### src/rtl/run_ctrl_pkg.sv
// Shared types and widths for the run controller.
package run_ctrl_pkg;

    localparam int unsigned COUNT_W = 32;
    localparam int unsigned HOLD_W  = 8;

    typedef enum logic [1:0] {
        HOLD = 2'd0,
        RUN  = 2'd1,
        DONE = 2'd2
    } run_state_e;

endpackage

### src/rtl/sat_counter.sv
// Saturating up-counter with synchronous clear; clear wins over enable.
module sat_counter
    import run_ctrl_pkg::*;
#(
    parameter int unsigned WIDTH = COUNT_W
) (
    input  logic             clock,
    input  logic             clear,
    input  logic             enable,
    output logic [WIDTH-1:0] count
);

    // Count up while enabled, stick at all-ones.
    always_ff @(posedge clock) begin
        if (clear) begin
            count <= '0;
        end else if (enable && (count != '1)) begin
            count <= count + WIDTH'(1);
        end
    end

endmodule

### src/rtl/run_controller.sv
// Run controller: stretched core reset (HOLD), counted run (RUN), sticky end (DONE).
// Build option: define RUN_CTRL_TIMEOUT_EN to end RUN on the MAX_CYCLES budget.
module run_controller
    import run_ctrl_pkg::*;
#(
    parameter int unsigned RESET_CYCLES = 4,
    parameter int unsigned MAX_CYCLES   = 10000
) (
    input  logic               clock,
    input  logic               reset,
    input  logic               halt_req,
    input  logic               restart,
    output logic               core_reset,
    output logic               running,
    output logic               done,
    output logic               timed_out,
    output logic [COUNT_W-1:0] cycle_count
);

    localparam logic [HOLD_W-1:0] HOLD_LOAD = HOLD_W'(RESET_CYCLES);

    // Reject out-of-range configurations at elaboration.
    if (RESET_CYCLES == 0 || RESET_CYCLES > 255) begin : g_bad_reset_cycles
        $error("run_controller: RESET_CYCLES must be in 1..255");
    end
    if (MAX_CYCLES == 0) begin : g_bad_max_cycles
        $error("run_controller: MAX_CYCLES must be at least 1");
    end

    run_state_e        state;
    run_state_e        state_next;
    logic [HOLD_W-1:0] hold_cnt;
    logic [HOLD_W-1:0] hold_cnt_next;
    logic              timeout_hit;
    logic              count_clear;
    logic              count_enable;
    logic              core_reset_d;
    logic              running_d;
    logic              done_d;
    logic              timed_out_d;

    // Budget reached: this RUN cycle is the last one allowed.
`ifdef RUN_CTRL_TIMEOUT_EN
    localparam logic [COUNT_W-1:0] LAST_CYCLE = COUNT_W'(MAX_CYCLES - 1);
    assign timeout_hit = (cycle_count == LAST_CYCLE);
`else
    assign timeout_hit = 1'b0;
`endif

    // State register and HOLD countdown.
    always_ff @(posedge clock) begin
        if (reset) begin
            state    <= HOLD;
            hold_cnt <= HOLD_LOAD;
        end else begin
            state    <= state_next;
            hold_cnt <= hold_cnt_next;
        end
    end

    // Next-state logic; halt_req has priority over the budget in RUN.
    always_comb begin
        state_next    = state;
        hold_cnt_next = hold_cnt;
        case (state)
            HOLD: begin
                if (hold_cnt <= HOLD_W'(1)) begin
                    state_next = RUN;
                end else begin
                    hold_cnt_next = hold_cnt - HOLD_W'(1);
                end
            end
            RUN: begin
                if (halt_req || timeout_hit) begin
                    state_next = DONE;
                end
            end
            DONE: begin
                if (restart) begin
                    state_next    = HOLD;
                    hold_cnt_next = HOLD_LOAD;
                end
            end
            default: begin
                state_next    = HOLD;
                hold_cnt_next = HOLD_LOAD;
            end
        endcase
    end

    // Next output values, decoded from the upcoming state.
    always_comb begin
        core_reset_d = (state_next == HOLD);
        running_d    = (state_next == RUN);
        done_d       = (state_next == DONE);
        timed_out_d  = 1'b0;
        if (state_next == DONE) begin
            timed_out_d = (state == RUN) ? (timeout_hit && !halt_req) : timed_out;
        end
    end

    // Output register; reset values match a fresh HOLD.
    always_ff @(posedge clock) begin
        if (reset) begin
            core_reset <= 1'b1;
            running    <= 1'b0;
            done       <= 1'b0;
            timed_out  <= 1'b0;
        end else begin
            core_reset <= core_reset_d;
            running    <= running_d;
            done       <= done_d;
            timed_out  <= timed_out_d;
        end
    end

    // Run-cycle counter: counts every RUN cycle, including the one that ends the run.
    assign count_clear  = reset || ((state == DONE) && restart);
    assign count_enable = (state == RUN);

    sat_counter #(
        .WIDTH (COUNT_W)
    ) u_cycle_counter (
        .clock  (clock),
        .clear  (count_clear),
        .enable (count_enable),
        .count  (cycle_count)
    );

endmodule

### config.mk
export PLATFORM = sky130hd
export DESIGN_NAME = run_controller
export DESIGN_NICKNAME = d
export VERILOG_FILES = /design/src/rtl/run_ctrl_pkg.sv /design/src/rtl/sat_counter.sv /design/src/rtl/run_controller.sv
export SDC_FILE = /design/constraint.sdc
export NUM_CORES = 1
export LEC_CHECK = 0
export CAP_MARGIN = 30
export CORE_MARGIN = 4
export CORE_UTILIZATION = 57
export DETAILED_ROUTE_END_ITERATION = 10
export HOLD_SLACK_MARGIN = 0.15
export PLACE_DENSITY = 0.95
export RECOVER_POWER = 100
export SYNTH_ARGS = -nofsm -noshare
export SYNTH_HDL_FRONTEND = slang
export SYNTH_SLANG_ARGS = --single-unit
### constraint.sdc
create_clock -name clock -period 5.12 [get_ports clock]
set_input_delay 1.024 -clock clock [delete_from_list [all_inputs] [get_ports clock]]
set_output_delay 1.024 -clock clock [all_outputs]
set_load 0.01 [all_outputs]
==> results.md, run 1 <==
Clock tree:
- The number of gates resized after CTS is 0.
- After clock tree synthesis, the setup repair step added 0 buffers.
- The number of clock buffers added by TritonCTS is 5.
- The clock tree root buffer cell is sky130_fd_sc_hd__clkbuf_8.
- The clock passes through at most 2 buffers.
- The clock transition at the registers of the reported paths is around 0.07 ns.
- The hold buffer count at CTS is 0.
- The clock tree from TritonCTS is built.
- The worst-skew pair later-pin latency is approximately 0.3 ns.
- The clock sink count is 45.
- The H-tree generated during clock tree synthesis spans 2 levels.

Logic synthesis:
- The cell area that synthesis handed to floorplanning was between 2000 and 2500 um2.
- The share of synthesized area occupied by flip-flops and latches is a little under two fifths.
- Summing the areas of all and, or, nand and nor instances in the mapped netlist gives about 34% of the synthesized area.
- The total nets after synthesis is around 290.
- Of the total synthesized cell area, the portion taken by XOR and XNOR cells is about 3.0%.
- The count of warnings emitted by yosys is 0.
- The netlist uses 48 different library cells.
- The main combinational cell family by area after synthesis is simple AND/OR/NAND/NOR gates.
- Summing the areas of all compound-gate instances in the mapped netlist gives around 17% of the synthesized area.
- For this run, asynchronously set or reset flops after synthesis account for 0%.
- A synthesized cell averages ~8.3 um2.
- The proportion of synthesized area in mux cells is less than 1%.
- In the synthesized netlist, the number of instances is about 280.
- The synthesized netlist devotes 1.60% of its cell area to adder and majority cells.
- The number of enable-type register cells in the synthesized netlist is 0.
- The flip-flop cell with the highest count after synthesis is sky130_fd_sc_hd__dfxtp_1.
- The synthesized flop and latch total is 45.

Critical path:
- Across all register-to-register paths, the minimum setup slack is a little over 2 ns.
- The cell depth of the worst flop-to-flop path is 7.
- The worst flop-to-flop path startpoint is u_cycle_counter.count[0]$_SDFFE_PP0P_.
- The critical-path cell with the highest stage delay is sky130_fd_sc_hd__clkbuf_1.
- The critical setup path kind is flop to flop.
- STA classifies the critical path endpoint as a flop.
- The signal on the critical path passes through ha_1 > nand4_1 > or3_1 > nor4_4 > clkbuf_1 > o21ai_0 > a21oi_1.
- In this design, the stage delay of the slowest critical-path cell is 1.01 ns.
- The peak fanout along the critical path is 37.
- STA puts the critical path data arrival time at roughly 3.3 ns.
- The worst register-to-register path ends at u_cycle_counter.count[4]$_SDFFE_PP0P_.
- The worst setup path is launched from a flop.
- The data required time of the critical path is 5.34 ns.

Placement:
- The final weighted congestion of routability-driven global placement is slightly above 0.9.
- The estimated wirelength of the detail-placed design is between 4 and 5 mm.
- During placement, the flow inserted port buffers numbering 38.

STA:
- Setup repair after global routing left no endpoint under its margin.
- The worst clock skew on the final layout is 0.00799 ns.
- The number of failing setup endpoints in the final timing report is 0.
- The post-route minimum period is slightly above 3 ns.
- The slew at the pin closest to its max-slew limit is 1.35 ns.
- For this run, the top clock speed supported by timing is 327 MHz.
- The number of hold-slack violations in the final timing report is 0.
- The setup TNS is 0 ns.
- Headroom to the max-slew limit came out at 9.73%.
- The period utilization is between 50% and 60%.
- The number of pins exceeding their max-slew limit in the final report was 0.

Power and ir drop:
- Of the total power, registers draw about half.
- The fraction of power spent switching nets is roughly 31%.
- Summing internal, switching and leakage power gives between 800 and 900 uW.
- Power spread over the standard cell area amounts to between 300 and 400 nW/um2.
- The internal power of the cells totals 584 uW.
- Summed over all cells, the static leakage comes to between 0.9 and 1 nW.
- The maximum resistive drop on vdd is approximately 0.00025 V.
- Per report_power, the clock group accounts for 25.9% of the total.
- The power dissipated by switching net loads is about 270 uW.
- Combinational logic is responsible for about 24% of the overall power.

Route:
- Using the TritonRoute via totals, the vias-per-cell ratio works out to roughly 6.4.
- The sum of routed wire length over all layers is roughly 5.8 mm.
- The number of nets still failing antenna checks after routing is 0.
- In this run, the number of DRC markers left after iteration 0 of detailed routing was around 250.
- The total via count in the routed design is 2333.
- For this run, design rule violations remaining after detail routing come to 0.
- After detailed routing, the average wire length per cell comes to 15.9 um.
- The first TritonRoute pass finished after 5 iterations.

Hold path:
- In this run the worst hold path is classified as flop to flop.
- The worst hold path begins at hold_cnt[5]$_SDFFE_PP0P_.
- The worst hold path was traced through 2 stages.
- The worst-case hold path end point is hold_cnt[5]$_SDFFE_PP0P_.

Die:
- In this run the vertical extent of the chip is about 72 um.
- The initial utilization of the core area, before any placement, comes to between 50 and 60%.
- The initialized floorplan defines 23 standard-cell rows.
- The core area is 4000 um2.
- The die outline area is approximately 5200 um2.
- Measured along the x axis, the die boundary spans slightly above 70 um.
- 40 I/O pins were placed.

Final layout:
- The post-route netlist has ~4.5% of its cells at a drive strength greater than 1.
- From synthesis to final layout, the design area changed by 18.5%.
- The number of filler cells placed in the layout is roughly 330.
- The net count of the finished layout is 320.
- The antenna cell count is 0.

Global route:
- The initial antenna violation count is 0.
- Global routing used between 20% and 30% of the available tracks.
- After global routing the overflow that remains totals 0.
- The largest net degree at the start of global routing is 38.
- The number of global-route vias before repair is around 2100.
- The first global-routing pass estimated approximately 9.5 mm of wire.

Flow run:
- The total of max-cap violations is 0.

Run status:
- The run finished with clean final reports.
-- synthesized netlist by cell type (4+ instances only) --
master | n | share of area (%)
sky130_fd_sc_hd__or4_1 | 16 | 5.1
sky130_fd_sc_hd__nand4_1 | 17 | 4.5
sky130_fd_sc_hd__and4_1 | 5 | 1.9
sky130_fd_sc_hd__nand3_1 | 14 | 3.0
sky130_fd_sc_hd__nor3_1 | 4 | 0.85
sky130_fd_sc_hd__xnor2_1 | 7 | 2.6
sky130_fd_sc_hd__nand2_1 | 12 | 1.9
sky130_fd_sc_hd__or3_1 | 19 | 5.1
sky130_fd_sc_hd__nor2_1 | 20 | 3.2
sky130_fd_sc_hd__inv_1 | 8 | 1.3
sky130_fd_sc_hd__nand2b_1 | 6 | 1.6
sky130_fd_sc_hd__o21ai_0 | 18 | 3.8
sky130_fd_sc_hd__clkbuf_1 | 7 | 1.1
sky130_fd_sc_hd__dfxtp_1 | 45 | 38
sky130_fd_sc_hd__a21oi_1 | 29 | 6.2
sky130_fd_sc_hd__o31ai_1 | 10 | 3.2
-- worst max-delay path: cells and delay by family, from the launching register on --
kind            cells  cell delay [ns]
buf+inv             1             1.01
simple gates        3             0.83
compound gates      2             0.43
flops               1             0.40
fa+ha+maj           1             0.30
-- state kept, by name, summed over array words and instances (netlist names) --
register / flops
core_reset: 1
done: 1
hold_cnt: 8
running: 1
state: 2
u_cycle_counter.count: 32
-- power by group through the flow --
stage	logic [mW]	clock network (mW)	registers, mW
3_3_place_gp	0.208	0	0.431
6_report	0.207	0.220	0.423
2_1_floorplan	0.166	0	0.429
3_5_place_dp	0.219	0	0.433
4_1_cts	0.220	0.223	0.426
5_1_grt	0.230	0.236	0.428
-- layout by cell type (no fill, tap or decap), types with 2 or more instances in the layout --
master                            Yosys  routed
sky130_fd_sc_hd__a21oi_1             29      29
sky130_fd_sc_hd__a31oi_1              2       2
sky130_fd_sc_hd__and3_1               3       3
sky130_fd_sc_hd__and4_1               5       5
sky130_fd_sc_hd__clkbuf_1             7       2
sky130_fd_sc_hd__clkbuf_8             0       6
sky130_fd_sc_hd__clkdlybuf4s50_1      0       2
sky130_fd_sc_hd__dfxtp_1             45      45
sky130_fd_sc_hd__dlygate4sd3_1        0      36
sky130_fd_sc_hd__ha_1                 3       3
sky130_fd_sc_hd__inv_1                8       8
sky130_fd_sc_hd__mux2i_1              2       2
sky130_fd_sc_hd__nand2_1             12      12
sky130_fd_sc_hd__nand2b_1             6       6
sky130_fd_sc_hd__nand3_1             14      14
sky130_fd_sc_hd__nand4_1             17      17
sky130_fd_sc_hd__nor2_1              20      20
sky130_fd_sc_hd__nor2b_1              2       2
sky130_fd_sc_hd__nor3_1               4       4
sky130_fd_sc_hd__nor4_1               3       4
sky130_fd_sc_hd__o21ai_0             18      18
sky130_fd_sc_hd__o31ai_1             10      10
sky130_fd_sc_hd__or3_1               19      19
sky130_fd_sc_hd__or4_1               16      16
sky130_fd_sc_hd__xnor2_1              7       7
-- per-layer routing --
layer	wire (um)	global-route usage [%]
met5	0	0
met4	124	9.19
met3	462	5.68
met2	2790	39.1
met1	2390	27.8
-- layout make-up --
class                           count  area [um2]  area share [%]
Timing Repair Buffer               39         384            13.8
Clock buffer                        7        86.3            3.10
Multi-Input combinational cell    213        1320            47.3
Tap cell                           50        62.6            2.25
Inverter                            9        33.8            1.21
Sequential cell                    45         901            32.3
-- kinds of logic after synthesis --
group                      Yosys count
AOI/OAI and AO/OA                   68
buffers and inverters               24
muxes                                2
other                                1
adders and majority gates            3
and+or+nand+nor                    131
DFF                                 45
xor gates and xnor gates             8
-- metrics by stage --
step	area [um2]	setup slack (ns)	utilization, %	instances	hold slack [ns]
after floorplan	2350	2.98	-	282	0.452
after CTS	2810	2.36	70.1	363	0.490
after global placement	2720	2.41	68.0	356	0.463
after detailed placement	2720	2.36	68.0	356	0.481
after global routing	2790	1.81	69.7	363	0.508
final	2790	2.06	69.7	363	0.491
-- how the worst max path moves through the flow --
stage | slack (ns) | startpoint | to
finish | 2.06 | u_cycle_counter.count[0]$_SDFFE_PP0P_ | u_cycle_counter.count[4]$_SDFFE_PP0P_
global route | 1.81 | u_cycle_counter.count[0]$_SDFFE_PP0P_ | u_cycle_counter.count[4]$_SDFFE_PP0P_
CTS | 2.36 | state[0]$_SDFF_PP0_ | u_cycle_counter.count[27]$_SDFFE_PP0P_
detailed placement | 2.36 | reset | u_cycle_counter.count[2]$_SDFFE_PP0P_
global placement | 2.41 | reset | u_cycle_counter.count[2]$_SDFFE_PP0P_
floorplan | 2.98 | reset | u_cycle_counter.count[12]$_SDFFE_PP0P_
Note: power is estimated with default switching activity, not from simulation.
==> run 2, diff against run 1 <==
Settings changed: CORE_UTILIZATION 57 to 48, PLACE_DENSITY 0.95 to 0.86.
Clock period 5.12 ns to 2.6 ns, I/O delays scaled along.
==> results.md, run 2 (same netlist as run 1, synthesis figures left out) <==
Clock tree:
- After clock tree synthesis, the clock-pin slew on the worst setup and hold paths is 0.08 ns.
- The clock tree from TritonCTS is built.
- The clock tree root buffer cell is sky130_fd_sc_hd__clkbuf_8.
- In this run the number of H-tree levels came out at 2.
- The longest clock path from root to sink contains 2 buffers.
- Counting the buffers created by CTS gives 5.
- The worst-skew pair later-pin latency is around 0.30 ns.
- The hold buffer count at CTS is 0.
- The post-CTS setup repair buffer count is 0.
- The number of gates resized after CTS is 0.
- The tree built by TritonCTS fans out to 45 sinks.

STA:
- The number of hold-slack violations in the final timing report is 0.
- The clock arrives with ~0.0098 ns of skew.
- The tightest slew margin relative to the limit is a little over half.
- The number of failing setup endpoints in the final timing report is 0.
- The post-route minimum period is 2.29 ns.
- The slew at the pin closest to its max-slew limit is 0.701 ns.
- The number of pins exceeding their max-slew limit in the final report came to 0.
- Based on the critical path, the design can be clocked at up to about 440 MHz.
- Dividing the final minimum period by the clock period gives between 80 and 90%.
- Setup repair after global routing left no endpoint under its margin.
- In the final timing run, aggregate negative setup slack is 0 ns.

Critical path:
- At the worst endpoint, the required time is between 2 and 3 ns.
- The endpoint identified for the worst register-to-register timing path is u_cycle_counter.count[28]$_SDFFE_PP0P_.
- STA classifies the critical path endpoint as a flop.
- The critical path is of the flop to flop type.
- The cell repeated most along the worst path is sky130_fd_sc_hd__or3_1.
- The peak fanout along the critical path is 9.
- In this design, the stage delay of the slowest critical-path cell is 0.47 ns.
- For this design, the slowest cell found on the critical path is sky130_fd_sc_hd__dfxtp_1.
- The worst register-to-register path has a setup slack of slightly above 0.3 ns.
- Grouping stages by cell kind, the critical path spends the most delay in simple AND/OR/NAND/NOR gates.
- The critical path ends at u_cycle_counter.count[28]$_SDFFE_PP0P_.
- Data on the critical path arrives at its endpoint at 2.52 ns.
- The kind of start point of the critical path is a flop.
- The cell depth of the worst flop-to-flop path is 6.
- The critical path starts at state[0]$_SDFF_PP0_.
- The number of buffers and inverters on the critical path is 1.
- The signal on the critical path passes through nor2b_1 > clkbuf_1 > o21ai_0 > or3_1 > or3_1 > a21oi_1.
- The worst flop-to-flop path startpoint is state[0]$_SDFF_PP0_.
- The critical path runs through a total of 6 cells.

Die:
- The floorplan step defined a die boundary enclosing around 6000 um2.
- The standard-cell row count is 25.
- The floorplan step defined a core boundary enclosing between 4000 and 5000 um2.
- The number of primary I/O pins is 40.
- Once the floorplan was initialized, standard cells occupied approximately 50% of the core.
- The die height is a little under 80 um.
- In this run the horizontal extent of the chip is between 70 and 80 um.

Power and ir drop:
- Cell internal power was estimated by the tool at 1.16 mW.
- In this run the static leakage power is just under 1 nW.
- The power per standard cell area is ~600 nW/um2.
- Across the VDD grid, the largest voltage drop is 0.000450 V.
- The portion of total power attributed to sequential cells is 49.3%.
- Per report_power, the combinational group accounts for 24.7% of the total.
- The portion of total power attributed to the clock network is 26.1%.
- The fraction of power spent switching nets is between 30% and 40%.
- The power dissipated by switching net loads is around 540 uW.

Run status:
- The run finished with clean final reports.

Global route:
- The largest net degree at the start of global routing is 30.
- The first global-routing pass estimated ~9.6 mm of wire.
- The initial antenna violation count was 0.
- The number of global-route vias before repair was between 2000 and 2500.
- Global routing used a little under 20% of the available tracks across all layers.
- Summed over all layers, the global routing overflow is 0.

Placement:
- Detailed placement ended at an HPWL of approximately 4.2 mm.
- The number of buffers inserted by port buffering is 38.
- The placed instance count is roughly 380.
- The final weighted congestion of routability-driven global placement is roughly 0.96.

Final layout:
- The net count of the finished layout is approximately 320.
- The final non-filler cell total is ~380.
- The number of antenna diodes in the final layout is 0.
- The library cell used most frequently in the layout, excluding fill and tap cells, is sky130_fd_sc_hd__dfxtp_1.
- The layout has 430 filler cells.
- The final core area utilization is 60.1%.
- The library cells used most frequently in the layout, excluding fill and tap cells, are sky130_fd_sc_hd__dfxtp_1, sky130_fd_sc_hd__dlygate4sd3_1, sky130_fd_sc_hd__a21oi_1.
- The area growth from synthesis to layout is 20.7%.
- The largest registers in the layout are u_cycle_counter.count (32), hold_cnt (8), state (2).
- The register with the most flip-flops in the layout has 32 of them.
- The multi-input combinational cells in the finished layout cover a total of 1320 um2.
- The post-route netlist has 5.99% of its cells at a drive strength greater than 1.
- Registers take roughly 900 um2.
- The register bank with the most flops is u_cycle_counter.count.

Route:
- For this run, design rule violations remaining after detail routing come to 0.
- Using the TritonRoute via totals, the vias-per-cell ratio works out to a little over 6.
- The number of DRC violations after detailed-routing iteration 0 is 250.
- For this block, the routed nets add up to about 5.8 mm of wire.
- The number of nets still failing antenna checks after routing is 0.
- The detailed router placed about 2300 vias in this run.
- After detailed routing, the average wire length per cell comes to roughly 15 um.
- The count of TritonRoute iterations in the first routing pass is 5.

Flow run:
- Across the run, the number of max-cap violations was 0.

Hold path:
- The class of the tightest hold or removal check is flop to flop.
==> run 2: cell types whose count changed in the layout (fill, tap and decap cells not counted), sizes merged <==
| cell | previous run | this run |
|---|---|---|
| clkinvlp | 0 | 1 |
| dlygate4sd3 | 36 | 35 |
| buf | 0 | 3 |
| clkdlybuf4s50 | 2 | 3 |
==> run 2: worst min-delay path by stage <==
stage / start / end / slack [ns] / cells past startpoint
after floorplan: hold_cnt[5]$_SDFFE_PP0P_ / hold_cnt[5]$_SDFFE_PP0P_ / 0.45 / 2
after CTS: hold_cnt[5]$_SDFFE_PP0P_ / hold_cnt[5]$_SDFFE_PP0P_ / 0.50 / 2
after global routing: hold_cnt[5]$_SDFFE_PP0P_ / hold_cnt[5]$_SDFFE_PP0P_ / 0.52 / 2
final: hold_cnt[5]$_SDFFE_PP0P_ / hold_cnt[5]$_SDFFE_PP0P_ / 0.49 / 2
after detailed placement: hold_cnt[5]$_SDFFE_PP0P_ / hold_cnt[5]$_SDFFE_PP0P_ / 0.49 / 2
after global placement: hold_cnt[5]$_SDFFE_PP0P_ / hold_cnt[5]$_SDFFE_PP0P_ / 0.47 / 2
==> run 2: layout make-up <==
cell class / count / area share, %
multi-input combinational: 213 / 46.5
sequential: 45 / 31.7
timing repair buffer: 43 / 14.5
tap: 67 / 2.95
clock buffer: 6 / 2.91
inverter: 9 / 1.19
clock inverter: 1 / 0.264
==> run 2: per-layer routing <==
metal	track usage, %	up-vias	part of all wire, %
met5	0	-	0
met4	6.99	0	2.2
met3	4.87	18	7.0
met2	32.8	75	47
met1	23.9	1108	44
li1	-	1141	-
==> run 2: stage by stage <==
stage               area (um2)  setup slack (ns)  total power, mW  hold WS [ns]
finish                    2840             0.311             1.70         0.492
global placement          2770             0.418             1.27         0.466
detailed placement        2770             0.367             1.28         0.485
CTS                       2860             0.329             1.73         0.497
floorplan                 2350             0.502             1.17         0.452
global route              2840             0.108             1.81         0.516
==> run 2: power by group through the flow <==
stage               registers (mW)  logic (mW)  clock network (mW)
finish                       0.839       0.420               0.444
global route                 0.850       0.475               0.487
CTS                          0.839       0.434               0.460
detailed placement           0.854       0.429                   0
global placement             0.848       0.423                   0
floorplan                    0.845       0.327                   0
==> run 2: tightest hold or removal path: cells and delay by family (launching register included) <==
family | cells | cell delay [ns]
DFF | 1 | 0.32
AOI/OAI and AO/OA | 2 | 0.13
==> run 3, diff against run 2 <==
Settings changed: CORE_ASPECT_RATIO from default to 0.75.
==> results.md, run 3 (same netlist as run 1, synthesis figures left out) <==
Final layout:
- The register with the most flip-flops in the layout has 32 of them.
- The finished cells cover 2890 um2.
- The number of filler cells placed in the layout is roughly 380.
- The area of combinational cells with multiple inputs is roughly 1300 um2.
- The net count of the finished layout is 325.
- The area growth from synthesis to layout is 23.0%.
- The largest registers in the layout are u_cycle_counter.count (32), hold_cnt (8), state (2).
- 0 antenna diodes ended up in the layout.
- The total area of sequential cells is ~900 um2.
- In the layout the commonest cells are sky130_fd_sc_hd__dfxtp_1, sky130_fd_sc_hd__dlygate4sd3_1, sky130_fd_sc_hd__a21oi_1.
- The register bank with the most flops is u_cycle_counter.count.
- Leaving out fill and tap cells, the most frequent cell in the layout is sky130_fd_sc_hd__dfxtp_1.
- The share of post-route cells with drive strength above 1 is slightly above 7%.

Die:
- The die covers approximately 6100 um2.
- In this run the count of I/O pins placed on the die edge is 40.
- The standard-cell row count is 21.
- The floorplan die width is just under 90 um.
- For this configuration, the core starts out at a cell density of between 50% and 60%.
- The die height is around 69 um.
- The core region is roughly 4600 um2.

STA:
- For this run, the top clock speed supported by timing is 438 MHz.
- Setup violations remaining at the end of the flow were counted as 0.
- The slew at the pin closest to its max-slew limit is between 0.7 and 0.8 ns.
- The number of hold-slack violations in the final timing report is 0.
- For the finished layout, the period the worst path requires is ~2.3 ns.
- Setup repair after global routing left no endpoint under its margin.
- The setup TNS is 0 ns.
- Measured against its own limit, the worst slew margin works out to 49.0%.
- The number of pins exceeding their max-slew limit in the final report was 0.
- Between clock sinks in the finished design, the worst skew comes to between 0.006 and 0.007 ns.
- The worst path uses about 88% of the clock period.

Critical path:
- Of all nets on the critical path, the largest fanout is 6.
- The kind of start point of the critical path is a flop.
- The worst flop-to-flop path startpoint is u_cycle_counter.count[0]$_SDFFE_PP0P_.
- At the worst endpoint, the required time is roughly 2.8 ns.
- The largest single stage delay on the critical path is around 0.57 ns.
- The cell repeated most along the worst path is sky130_fd_sc_hd__nand4_1.
- The cell depth of the worst flop-to-flop path is 6.
- In this run the worst setup path terminates at u_cycle_counter.count[13]$_SDFFE_PP0P_.
- The critical path is of the flop to flop type.
- The critical register-to-register path endpoint is u_cycle_counter.count[13]$_SDFFE_PP0P_.
- For flop-to-flop paths, the worst setup slack is 0.32 ns.
- The critical-path cell with the highest stage delay is sky130_fd_sc_hd__or4_1.
- The arrival time of data at the critical path endpoint is roughly 2.5 ns.
- STA classifies the critical path endpoint as a flop.
- The first element of the critical path is u_cycle_counter.count[0]$_SDFFE_PP0P_.
- Traced cell by cell, the critical path runs through ha_1 > nand4_1 > or3_1 > or4_1 > nand4_1 > mux2i_1.

Placement:
- After detailed placement, the total cell area comes to 2770 um2.
- The number of buffers inserted by port buffering is 38.
- At the end of routability-driven placement, the weighted congestion stood at 0.928.
- After legalization and detailed placement, the total HPWL measured about 4.2 mm.

Flow run:
- The total of max-cap violations is 0.

Route:
- In this run the remaining antenna-violating nets after routing total 0.
- After detailed routing, the number of remaining DRC violations is 0.
- The sum of routed wire length over all layers is between 5 and 6 mm.
- The per-cell via count in the routed design is 6.15.
- In the final routed layout, each cell accounts on average for around 15 um.
- The final route contains roughly 2300 vias.
- The count of TritonRoute iterations in the first routing pass is 5.
- The number of DRC violations after detailed-routing iteration 0 is between 200 and 250.

Clock tree:
- After clock tree synthesis, the clock-pin slew on the worst setup and hold paths is 0.09 ns.
- Clock tree synthesis found a total of between 40 and 50 sinks.
- TritonCTS built the clock tree.
- The deepest clock path buffer count is 2.
- The clock buffer count from CTS is 5.
- The clock tree root buffer cell is sky130_fd_sc_hd__clkbuf_8.
- The H-tree was split into 2 levels.
- Once the clock tree was built, the resizer swapped 0 gates to a different size.
- Buffers added to address setup during post-CTS repair amount to 0.
- Clock latency on the worst-skew pair, taken at its later pin, is approximately 0.3 ns.
- For this design, the CTS-stage hold fixing added 0 buffers.

Global route:
- The initial antenna violation count is 0.
- The number of global-route vias before repair is a little over 2000.
- The final global-route overflow total is 0.
- The largest net degree at the start of global routing is 30.
- The global-route usage over all layers is roughly a fifth.
- The first-pass GRT wire length is ~9.8 mm.

Hold path:
- The class of the tightest hold or removal check is flop to flop.

Run status:
- The run finished with clean final reports.

Power and ir drop:
- The total power after layout is around 1.9 mW.
- The power per standard cell area is between 600 and 700 nW/um2.
- The worst-case IR drop observed on VDD is roughly 0.00039 V.
- In this run the static leakage power is ~1.0 nW.
## run 3: cell types whose count changed in the layout (fill, tap and decap cells not counted), sizes merged
cell / change
buf: +1
bufinv: +2
clkbuf: -1
clkinv: +1
clkinvlp: -1
## run 3: layer usage
layer	routed length, um	part of all wire (%)	vias up	global-route usage (%)
met5	0	0	-	0
met4	119	2.1	0	8.68
met3	413	7.1	14	4.63
met2	2520	43	87	30.8
met1	2750	47	1082	28.3
li1	-	-	1131	-
## run 3: how the worst min path moves through the flow
stage / from / endpoint / slack (ns) / depth (start not counted)
after floorplan: hold_cnt[5]$_SDFFE_PP0P_ / hold_cnt[5]$_SDFFE_PP0P_ / 0.45 / 2
after global placement: hold_cnt[5]$_SDFFE_PP0P_ / hold_cnt[5]$_SDFFE_PP0P_ / 0.46 / 2
after detailed placement: hold_cnt[5]$_SDFFE_PP0P_ / hold_cnt[5]$_SDFFE_PP0P_ / 0.47 / 2
after CTS: hold_cnt[5]$_SDFFE_PP0P_ / hold_cnt[5]$_SDFFE_PP0P_ / 0.49 / 2
after global routing: u_cycle_counter.count[1]$_SDFFE_PP0P_ / u_cycle_counter.count[1]$_SDFFE_PP0P_ / 0.53 / 2
final: hold_cnt[5]$_SDFFE_PP0P_ / hold_cnt[5]$_SDFFE_PP0P_ / 0.49 / 2
## run 3: final cells by class
type,count,share of cell area (%)
multi-input cells,213,46.1
flip-flops and latches,45,31.1
repair buffers,44,14.5
well taps,57,2.46
clock buffers,5,2.38
clock inverters,3,2.25
inverters,9,1.17
## run 3: stage by stage
stage	cells	util [%]	setup slack [ns]	hold WS, ns
2_1_floorplan	282	-	0.502	0.452
3_3_place_gp	368	60.1	0.474	0.463
3_5_place_dp	368	60.1	0.376	0.474
4_1_cts	376	63.0	0.332	0.487
5_1_grt	376	62.9	0.192	0.534
6_report	376	62.9	0.316	0.487
## run 3: power by group
part	switching, mW	internal (mW)	leakage (nW)
clock network	0.245	0.382	0.0681
logic	0.241	0.188	0.599
registers	0.0776	0.763	0.364
## run 3: worst max-delay path: cells and delay by family (launching register included)
kind                       cells  cell delay (ns)
and+or+nand+nor                4             1.39
muxes                          1             0.18
DFF                            1             0.38
adders and majority gates      1             0.26
